### config.mk
export PLATFORM = sky130hd
export DESIGN_NAME = rv_frontend
export DESIGN_NICKNAME = d
export VERILOG_FILES = /design/src/rtl/rv_frontend.sv
export SDC_FILE = /design/constraint.sdc
export NUM_CORES = 1
export LEC_CHECK = 0
export ABC_AREA = 1
export BUFFER_PORTS_ARGS = -buffer_cell sky130_fd_sc_hd__buf_2
export CORE_ASPECT_RATIO = 0.7
export CORE_MARGIN = 10
export CORE_UTILIZATION = 53
export DETAILED_ROUTE_END_ITERATION = 8
export PLACE_DENSITY = 0.74
export SYNTH_ARGS = -nofsm -noshare
export SYNTH_HDL_FRONTEND = slang
export SYNTH_SLANG_ARGS = --single-unit
### constraint.sdc
create_clock -name clk_i -period 3.8 [get_ports clk_i]
set_input_delay 0.76 -clock clk_i [delete_from_list [all_inputs] [get_ports clk_i]]
set_output_delay 0.76 -clock clk_i [all_outputs]
set_load 0.02 [all_outputs]
### src/rtl/rv_frontend.sv
// Instruction front end: PC generation, credit-bounded fetch requests to
// instruction memory, an in-order instruction queue, redirect flush and pre-decode.
module rv_frontend #(
   parameter int              XLEN     = 32,
   parameter logic [XLEN-1:0] RESET_PC = '0,
   parameter int              QDEPTH   = 4
) (
   input  logic            clk_i,
   input  logic            rst_i,
   output logic            req_valid_o,
   input  logic            req_ready_i,
   output logic [XLEN-1:0] req_addr_o,
   input  logic            rsp_valid_i,
   input  logic [31:0]     rsp_data_i,
   input  logic            redirect_i,
   input  logic [XLEN-1:0] redirect_pc_i,
   output logic            insn_valid_o,
   input  logic            insn_ready_i,
   output logic [31:0]     insn_o,
   output logic [XLEN-1:0] insn_pc_o,
   output logic [6:0]      opcode_o,
   output logic            illegal_o
);

   localparam int AW = $clog2(QDEPTH);
   localparam int CW = AW + 1;

   logic [XLEN-1:0] pc_reg;
   logic [CW-1:0]   count_reg;
   logic [CW-1:0]   outstanding_reg;
   logic [CW-1:0]   discard_reg;
   logic [AW-1:0]   head_reg;
   logic [AW-1:0]   tail_reg;
   logic [AW-1:0]   tag_wr_reg;
   logic [AW-1:0]   tag_rd_reg;

   logic [31:0]     insn_mem [QDEPTH];
   logic [XLEN-1:0] pc_mem   [QDEPTH];
   logic [XLEN-1:0] tag_mem  [QDEPTH];

   logic            credit_ok;
   logic            req_fire;
   logic            rsp_take;
   logic            push;
   logic            pop;
   logic [CW-1:0]   outstanding_next;
   logic [CW-1:0]   count_next;

   // Queued plus in-flight words never exceed the queue, so a push always has room.
   assign credit_ok = ({1'b0, count_reg} + {1'b0, outstanding_reg}) < (CW+1)'(QDEPTH);

   assign req_valid_o  = !rst_i && !redirect_i && credit_ok;
   assign req_addr_o   = rst_i ? RESET_PC : pc_reg;
   assign req_fire     = req_valid_o && req_ready_i;

   // Responses with nothing outstanding are a protocol violation and are ignored.
   assign rsp_take     = rsp_valid_i && (outstanding_reg != '0);
   assign push         = rsp_take && (discard_reg == '0) && !redirect_i;

   assign insn_valid_o = !rst_i && (count_reg != '0);
   assign pop          = insn_valid_o && insn_ready_i && !redirect_i;

   assign insn_o       = insn_mem[head_reg];
   assign insn_pc_o    = pc_mem[head_reg];
   assign opcode_o     = insn_o[6:0];
   assign illegal_o    = (insn_o[1:0] != 2'b11);

   assign outstanding_next = outstanding_reg + CW'(req_fire) - CW'(rsp_take);

   always_comb begin
      count_next = count_reg;
      case ({push, pop})
         2'b10:   count_next = count_reg + CW'(1);
         2'b01:   count_next = count_reg - CW'(1);
         default: count_next = count_reg;
      endcase
   end

   always_ff @(posedge clk_i) begin
      if (rst_i) begin
         pc_reg          <= RESET_PC;
         count_reg       <= '0;
         outstanding_reg <= '0;
         discard_reg     <= '0;
         head_reg        <= '0;
         tail_reg        <= '0;
         tag_wr_reg      <= '0;
         tag_rd_reg      <= '0;
      end else begin
         outstanding_reg <= outstanding_next;
         if (req_fire) begin
            tag_wr_reg <= tag_wr_reg + AW'(1);
         end
         if (rsp_take) begin
            tag_rd_reg <= tag_rd_reg + AW'(1);
         end
         if (redirect_i) begin
            // Every request still in flight after this cycle belongs to the old stream.
            pc_reg      <= redirect_pc_i & ~XLEN'(3);
            count_reg   <= '0;
            head_reg    <= '0;
            tail_reg    <= '0;
            discard_reg <= outstanding_reg - CW'(rsp_take);
         end else begin
            if (req_fire) begin
               pc_reg <= pc_reg + XLEN'(4);
            end
            if (rsp_take && (discard_reg != '0)) begin
               discard_reg <= discard_reg - CW'(1);
            end
            if (push) begin
               tail_reg <= tail_reg + AW'(1);
            end
            if (pop) begin
               head_reg <= head_reg + AW'(1);
            end
            count_reg <= count_next;
         end
      end
   end

   // Storage arrays carry no reset; pointers and counters define their validity.
   always_ff @(posedge clk_i) begin
      if (!rst_i && req_fire) begin
         tag_mem[tag_wr_reg] <= pc_reg;
      end
      if (!rst_i && push) begin
         insn_mem[tail_reg] <= rsp_data_i;
         pc_mem[tail_reg]   <= tag_mem[tag_rd_reg];
      end
   end

endmodule

==> metrics <==
outcome finished, final reports clean; vias per cell 5.51; post-cts sizing count 0; initial antenna violation count 0; Largest register FFs 128; vias in the first global route 11200; max incr delay on CP 0.54 ns; hold path depth 1; worst r2r src outstanding_reg[1]; WL/cell 19.1 microns; top post-synthesis cells by area edfxtp_1 (65%), nor2_1 (6.2%), o21ai_0 (6.2%), dfxtp_1 (6.0%), nand2_1 (3.4%); Register Area 12100 sq um; Fin. Hold Viols 0; worst hold margin 0.440 ns; I/O pin cnt 176; type of origin of the critical path flip-flop; area of the multi-input gates 4290 sq um; worst-path maximum fanout 57; drt initial violations 1089; Cell Area, Synth 17100 sq um; RR Endpoint outstanding_reg[2]; fill count 2430; clock sinks 419; clk_lat worst skew 0.54 ns; Req. time, crit path 3.04 ns; flops & latches, synth 419; share of cells above drive strength 1 17.2%; Final Cycle Share 80.7%; routed vias 11600; Gate Count Post-Synth 1484; # Max-Cap Violations 0; slowest CP cell buf_4; post-synth top area cell edfxtp_1; Register-to-Register Path Depth 13; Slew Limit Fails 0; Final Core Density 62.7%; Cell variety after synth 35; register with the most flip-flops insn_mem; most common cell after layout, fill and taps aside edfxtp_1; largest net degree at the start of global routing 125; first-pass GRT wire length 62200 microns; Worst-Margin Slew 0.722 ns; number of CTS-inserted buffers 40; Final #Nets 1736; Die Wd 235 microns; HP Start rsp_data_i[17]; critical path cell sequence clkinv_2 -> buf_4 -> o21ai_0 -> o22ai_1 -> nand2_1 -> buf_2; htree depth 2; leak pwr 7.18 nW; Yosys top cell area share 64.7%; non-filler cells, final 2098; Cells after DPL 2024; total core area 31500 sq um; worst reg-to-reg setup slack 1.02 ns; Tmin final 3.07 ns; register area share after synthesis 70.7%; setup repair bufs after CTS 0; Max clock buf depth 3; Peak VDD IR 310 uV; Clock Skews 0.0121 ns; Initial Util 54.2%; RePlAce Congestion 0.881; synthesized area per cell 11.5 sq um; synth warn 0; Root Buffer clkbuf_16; clock-pin slew on the worst setup and hold paths 0.06 ns; top flop regs insn_mem (128), pc_mem (120), tag_mem (120); Die Y 170 microns; post-cts hold buffer count 0; CP Class flip-flop to output pin; Hold Path Class input port to flip-flop; RSZ-0062 raised after global routing no; Fmax 326 MHz; DIE AREA 39900 sq um; detailed placement HPWL 25500 microns; most frequent cells in the layout edfxtp_1 (368), nor2_1 (275), o21ai_0 (211); count of input and output buffers 169; CP Capture Type output pin; Final setup viols 0; drt first pass iters 5; DRC 0; gr ovfl total 0; Worst Hold Endpoint insn_mem[2][17]; CTS tree yes; Routed WL 40200 microns; Row Count 54; Antenna Nets Post-Route 0; Slew HR 51.8%; P per Cell Area 526 nW/um^2; CP Data Arrival Time 2.31 ns; total track usage 19.7%; P&R area growth vs syn 15.7%
metal layers:
layer  vias up  GRT usage (%)  routed length (microns)
met4         0           5.67                      899
met2       416           30.6                    18500
met5         -              0                        0
li1       5543              -                        -
met3        73           3.92                     3120
met1      5524           27.7                    17700
worst max-delay path, delay by kind of cell, from the launching register on:
family,cells,cell delay [ns]
AOI/OAI and AO/OA,2,0.37
buffers and inverters,3,0.91
DFF,1,0.37
and+or+nand+nor,1,0.08
synthesized netlist by cell type:
| cell type | instances |
|---|---|
| nand2_1 | 154 |
| clkbuf_1 | 53 |
| fa_1 | 2 |
| buf_6 | 1 |
| ha_1 | 18 |
| a22oi_1 | 1 |
| dfxtp_1 | 51 |
| o21ai_0 | 211 |
| nor3_4 | 1 |
| inv_1 | 94 |
| o22ai_1 | 92 |
| or2_2 | 1 |
| nand4_1 | 1 |
| a31oi_1 | 4 |
| xor2_1 | 8 |
| inv_2 | 1 |
| xnor2_1 | 1 |
| mux2i_1 | 1 |
| buf_2 | 14 |
| nand3b_1 | 2 |
| a21oi_1 | 34 |
| conb_1 | 1 |
| o211ai_1 | 1 |
| clkinv_1 | 1 |
| nor2_2 | 5 |
| nor2_4 | 2 |
| nor3_1 | 1 |
| nor2_1 | 283 |
| nand2_2 | 4 |
| and2_1 | 2 |
| a211oi_1 | 1 |
| buf_1 | 7 |
| nand3_1 | 51 |
| edfxtp_1 | 368 |
| buf_4 | 12 |
layout make-up:
type                            instances  share of cell area [%]
Antenna cell                            1                  0.0127
Sequential cell                       419                    61.1
Inverter                               96                    1.83
Clock inverter                         25                    1.22
Multi-Input combinational cell        885                    21.7
Clock buffer                           48                    5.22
Timing Repair Buffer                  204                    6.18
Tap cell                              420                    2.66
logic make-up after synthesis:
family	after synthesis	synth area share, %
flip-flops	419	70.7
AO/OA/AOI/OAI	344	10.8
multiplexers	1	0.0586
XOR/XNOR	9	0.462
buffers and inverters	183	4.43
adder cells (fa/ha/maj)	20	1.55
other	1	0.0220
AND/OR/NAND/NOR	507	11.9
metrics by stage:
stage / area, sq um / total power, W / TNS [ns] / setup WS, ns
final: 19800 / 0.0104 / 0 / 0.732
after global routing: 19800 / 0.0108 / 0 / 0.563
after CTS: 19800 / 0.0104 / 0 / 0.708
after detailed placement: 18500 / 0.00659 / 0 / 0.675
after global placement: 18500 / 0.00655 / 0 / 0.658
after floorplan: 17100 / 0.00617 / -86.64 / -0.349
how the worst max path moves through the flow:
| stage | startpoint | endpoint | slack, ns | cells past startpoint |
|---|---|---|---|---|
| after floorplan | rsp_valid_i | insn_mem[0][0] | -0.35 | 4 |
| after global placement | redirect_i | outstanding_reg[2] | 0.66 | 13 |
| after detailed placement | redirect_i | outstanding_reg[2] | 0.67 | 13 |
| after CTS | flip-flop | illegal_o | 0.71 | 6 |
| after global routing | flip-flop | illegal_o | 0.56 | 6 |
| final | flip-flop | illegal_o | 0.73 | 6 |
where the power goes:
part / internal (W) / leakage, nW / total, W / switching (W)
Sequential: 0.00528 / 3.75 / 0.00538 / 0.000106
Clock: 0.00222 / 0.624 / 0.00388 / 0.00166
Combinational: 0.000331 / 2.80 / 0.00112 / 0.000788
Total: 0.00783 / 7.18 / 0.0104 / 0.00255
(Power assumes the default switching activity.)
